[config.mk]
export PLATFORM = sky130hd
export DESIGN_NAME = sipo_frame_rx
export DESIGN_NICKNAME = d
export VERILOG_FILES = /design/src/rtl/sipo_frame_rx.sv
export SDC_FILE = /design/constraint.sdc
export NUM_CORES = 1
export LEC_CHECK = 0
export ABC_AREA = 1
export CAP_MARGIN = 20
export CORE_UTILIZATION = 46
export CTS_CLUSTER_SIZE = 20
export DETAILED_ROUTE_END_ITERATION = 10
export GPL_TIMING_DRIVEN = 0
export PLACE_DENSITY_LB_ADDON = 0.3
export SLEW_MARGIN = 10
export SYNTH_ARGS = -nofsm -noshare
export SYNTH_HDL_FRONTEND = slang
export SYNTH_SLANG_ARGS = --single-unit
export TNS_END_PERCENT = 20
[constraint.sdc]
create_clock -name clk -period 1.3 [get_ports clk]
set_clock_uncertainty 0.15 [all_clocks]
set_input_delay 0.13 -clock clk [delete_from_list [all_inputs] [get_ports clk]]
set_output_delay 0.13 -clock clk [all_outputs]
set_load 0.02 [all_outputs]
[src/rtl/sipo_frame_rx.sv]
// Serial-in/parallel-out frame receiver: start bit, N data bits LSB-first, optional parity, stop bit.
// The word is delivered on q with a one-cycle valid pulse and per-frame parity/framing flags.
module sipo_frame_rx #(
  parameter int N         = 4,
  parameter bit PARITY_EN = 1'b1,
  parameter bit ODD       = 1'b0
) (
  input  logic         clk,
  input  logic         rst,
  input  logic         en,
  input  logic         SI,
  output logic [N-1:0] q,
  output logic         valid,
  output logic         busy,
  output logic         parity_err,
  output logic         frame_err
);

  localparam int CW = (N > 1) ? $clog2(N) : 1;

  localparam logic [2:0] IDLE  = 3'd0;
  localparam logic [2:0] DATA  = 3'd1;
  localparam logic [2:0] PAR   = 3'd2;
  localparam logic [2:0] STOP  = 3'd3;
  localparam logic [2:0] BREAK = 3'd4;

  logic [2:0]    state_reg;
  logic [CW-1:0] cnt_reg;
  logic [N-1:0]  sr_reg;
  logic          perr_reg;

  always_ff @(posedge clk or posedge rst) begin
    if (rst) begin
      state_reg  <= IDLE;
      cnt_reg    <= '0;
      sr_reg     <= '0;
      perr_reg   <= 1'b0;
      q          <= '0;
      valid      <= 1'b0;
      parity_err <= 1'b0;
      frame_err  <= 1'b0;
    end else begin
      // valid is a single-cycle pulse regardless of the strobe
      valid <= 1'b0;
      if (en) begin
        case (state_reg)
          IDLE: begin
            if (!SI) begin
              state_reg <= DATA;
              cnt_reg   <= '0;
            end
          end
          DATA: begin
            sr_reg  <= {SI, sr_reg[N-1:1]};
            cnt_reg <= cnt_reg + 1'b1;
            if (cnt_reg == CW'(N - 1))
              state_reg <= PARITY_EN ? PAR : STOP;
          end
          PAR: begin
            perr_reg  <= (^sr_reg) ^ SI ^ ODD;
            state_reg <= STOP;
          end
          STOP: begin
            if (SI) begin
              q          <= sr_reg;
              valid      <= 1'b1;
              parity_err <= PARITY_EN ? perr_reg : 1'b0;
              frame_err  <= 1'b0;
              state_reg  <= IDLE;
            end else begin
              // a low stop bit may be a line break; wait for the line to return high
              frame_err  <= 1'b1;
              parity_err <= 1'b0;
              state_reg  <= BREAK;
            end
          end
          BREAK: begin
            if (SI)
              state_reg <= IDLE;
          end
          default: state_reg <= IDLE;
        endcase
      end
    end
  end

  assign busy = (state_reg != IDLE);

endmodule

==> out/results.ini <==
[run_status]
outcome=complete, but fails checks
failed_checks=design-rule violations, negative setup slack

[timing]
timing_max_transition_violations_final=0
fin_tns_setup_ns=-0.549
max_slew.worst_pin.slew_ns=0.633
slew_headroom=0.578
min_setup_slack_post_route_ns=-0.134
unrepaired_setup_endpoints_after_global_routing=true
hold_viol_final=0
setup_viol=8
period_share=1.10
clock.fmax_ghz=0.697
final.min_clock_period_ns=1.43

[worst_setup_path]
worst_setup_path_end_kind=register
cp_top_family=simple AND/OR/NAND/NOR gates
required_ns=1.32
timing.reg2reg.setup_slack_ns=-0.13
worstPathBufferInverterCount=1
path_depth=7
worstSetupStartpoint=state_reg[2]
critical_path_max_stage_delay_ns=0.41
worstPathCellList=buf_4 > nor2_4 > nand2_2 > o21ai_2 > nor2_1 > nand2_1 > nand2_1
critPathKind=register to register
setup.worst_path.start_class=register
cp.arrival_ns=1.46
critPathSlowestCell=dfrtp_1
worst_r2r_path_depth=7
cpMostUsedCell=nand2_1
termination_of_the_worst_setup_path=state_reg[1]
critical_path.reg2reg.endpoint=state_reg[1]
critical_path.max_fanout=4
worstReg2RegStart=state_reg[2]

[cells_and_area]
diodes=0
layout-area-overhead-vs-synth_pct=30.7
final_layout_size_suffix_gt1_frac=0.230
instances_no_fill=129
num-nets-final=119

[global_route]
grt-ovfl-total=0
grt_util_all_layers=0.168
maximum_number_of_pins_on_one_net_before_global_route_repair=18
grt_antenna_before_repair=0
first_global_vias=510
grt_first_pass_wirelength_mm=2.26

[yosys]
synthesized_cell_area_um2=790
synthSimpleGateAreaFrac=0.274
netlist_instances=93
synth_sequential_area_ratio=0.539
synth_nets=98
synth_cell_types=14
syn_avg_cell_area_um2=8.49
synth.yosys.warnings=0
synth_compound_area_frac=0.108
synthXorXnorAreaFrac=0.0111
total_of_flip_flops_plus_latches_after_synthesis=17
synth_top_family_by_area=simple AND/OR/NAND/NOR gates
post_synth_mux_area_share=0
synth_adder_area_share=0.0158

[floorplanning]
floorplan.io_pins=12
core_rows=14
die-area_mm2=0.00189
start_util=0.506
die_x_um=43.4
die_height_um=43.4
core_area_mm2=0.00156

[clock_tree]
htreeDepth=1
clock-root-buffer=clkbuf_4
clk_pin_slew_ns=0.10
tritoncts=built
cts.hold.buffers_added=0
clkSinkCount=17
cts_made_buffers=3
insertion_delay_ns=0.29
cts_max_path_buffers=2

[route]
detail_route.wl_per_cell_um=11.2
drt_pre_antenna_iters=7
routed_wirelength_mm=1.44
detail-route-antenna-nets=0
via_per_inst=4.89
dr_total_vias=631
post-route-drc-count=2
first_iter_violations=10

[place]
detailedPlacementHpwl_um=951
place.detailed.instances=120
port_buffers=11
globalplace.congestion=0.749

[flow_run]
max_cap_violations=0

[power_and_ir_drop]
power.static_leakage_nw=0.522
max-vdd-ir-drop_mv=1.24
power-per-cell-area_mw_per_mm2=2290

[worst_hold_path]
tightest_hold_check_type=input port to async pin

==> worst register-to-register path, stage by stage, from the launching register on <==
cell and delay (ns):
dfrtp_1 0.41, buf_4 0.16, nor2_4 0.14, nand2_2 0.08
o21ai_2 0.19, nor2_1 0.08, nand2_1 0.07, nand2_1 0.05
==> timing repair <==
action,in CTS,in global routing
gates cloned,0,0
pin swaps,1,5
endpoints found under the hold margin,0,0
setup endpoints to repair,13,21
setup buffers,2,3
resized for setup,13,21
==> power breakdown <==
part           internal (mW)  switching (mW)  leakage [nW]
Combinational          0.488           0.679         0.285
Clock                  0.114           0.164        0.0177
Sequential             0.751           0.171         0.219
==> layout make-up <==
| type | count | area, um2 |
|---|---|---|
| fill | 127 | 527 |
| clock inverter | 1 | 5.00 |
| sequential | 17 | 428 |
| timing repair buffer | 16 | 151 |
| multi-input combinational | 65 | 362 |
| clock buffer | 3 | 22.5 |
| inverter | 11 | 43.8 |
| tap | 16 | 20.0 |
==> through the flow <==
| step | utilization | power, mW | instance area (um2) | setup WS (ns) | hold slack [ns] |
|---|---|---|---|---|---|
| CTS | 0.616 | 2.20 | 961 | -0.184 | 0.0674 |
| finish | 0.662 | 2.37 | 1030 | -0.134 | 0.0538 |
| floorplan | - | 1.58 | 790 | 0.0412 | -0.0939 |
| global placement | 0.590 | 1.88 | 920 | -0.256 | 0.303 |
| detailed placement | 0.590 | 1.91 | 920 | -0.266 | 0.308 |
| global route | 0.662 | 2.56 | 1030 | -0.199 | 0.132 |
==> how the worst min path moves through the flow <==
stage,start,endpoint,depth (start not counted)
final,rst,q[0],2
after global placement,perr_reg,parity_err,2
after CTS,rst,valid,2
after global routing,rst,q[0],2
after floorplan,rst,cnt_reg[0],1
after detailed placement,perr_reg,parity_err,2
==> layout by cell type, fill, tap and decap left out, drive strengths merged <==
cell | synthesis | layout
or2 | 1 | 1
nand4 | 1 | 1
nand3 | 7 | 7
buf | 0 | 6
o21ai | 14 | 14
nor2 | 6 | 6
clkbuf | 0 | 3
xor2 | 1 | 1
dlygate4sd2 | 0 | 1
nand2 | 34 | 34
clkinv | 0 | 1
dfrtp | 17 | 17
clkdlybuf4s15 | 0 | 6
ha | 1 | 1
clkdlybuf4s50 | 0 | 3
inv | 11 | 11
==> cell usage after synthesis <==
master    n  area (um2)
inv_1    10        37.5
nand4_2   1        12.5
ha_1      1        12.5
o21ai_0  10        50.1
xor2_1    1        8.76
nand2_1  34         128
nand3_2   1        10.0
or2_1     1        6.26
dfrtp_1  17         425
o21ai_2   4        35.0
nand3_1   6        30.0
inv_2     1        3.75
nor2_1    5        18.8
nor2_4    1        11.3
==> kinds of logic (layout without fill, tap and decap cells) <==
| logic type | Yosys count | after routing |
|---|---|---|
| AND/OR/NAND/NOR | 49 | 49 |
| XOR/XNOR | 1 | 1 |
| buffers and inverters | 11 | 31 |
| flip-flops | 17 | 17 |
| adder cells (fa/ha/maj) | 1 | 1 |
| AO/OA/AOI/OAI | 14 | 14 |
==> layer usage <==
layer / part of all wire / wire length (um) / global-route usage
met1: 0.48 / 689 / 0.234
met2: 0.47 / 684 / 0.239
met3: 0.032 / 46 / 0.0292
met4: 0.017 / 24 / 0.113
met5: 0 / 0 / 0
No activity file was read; power rests on OpenSTA's default activity.
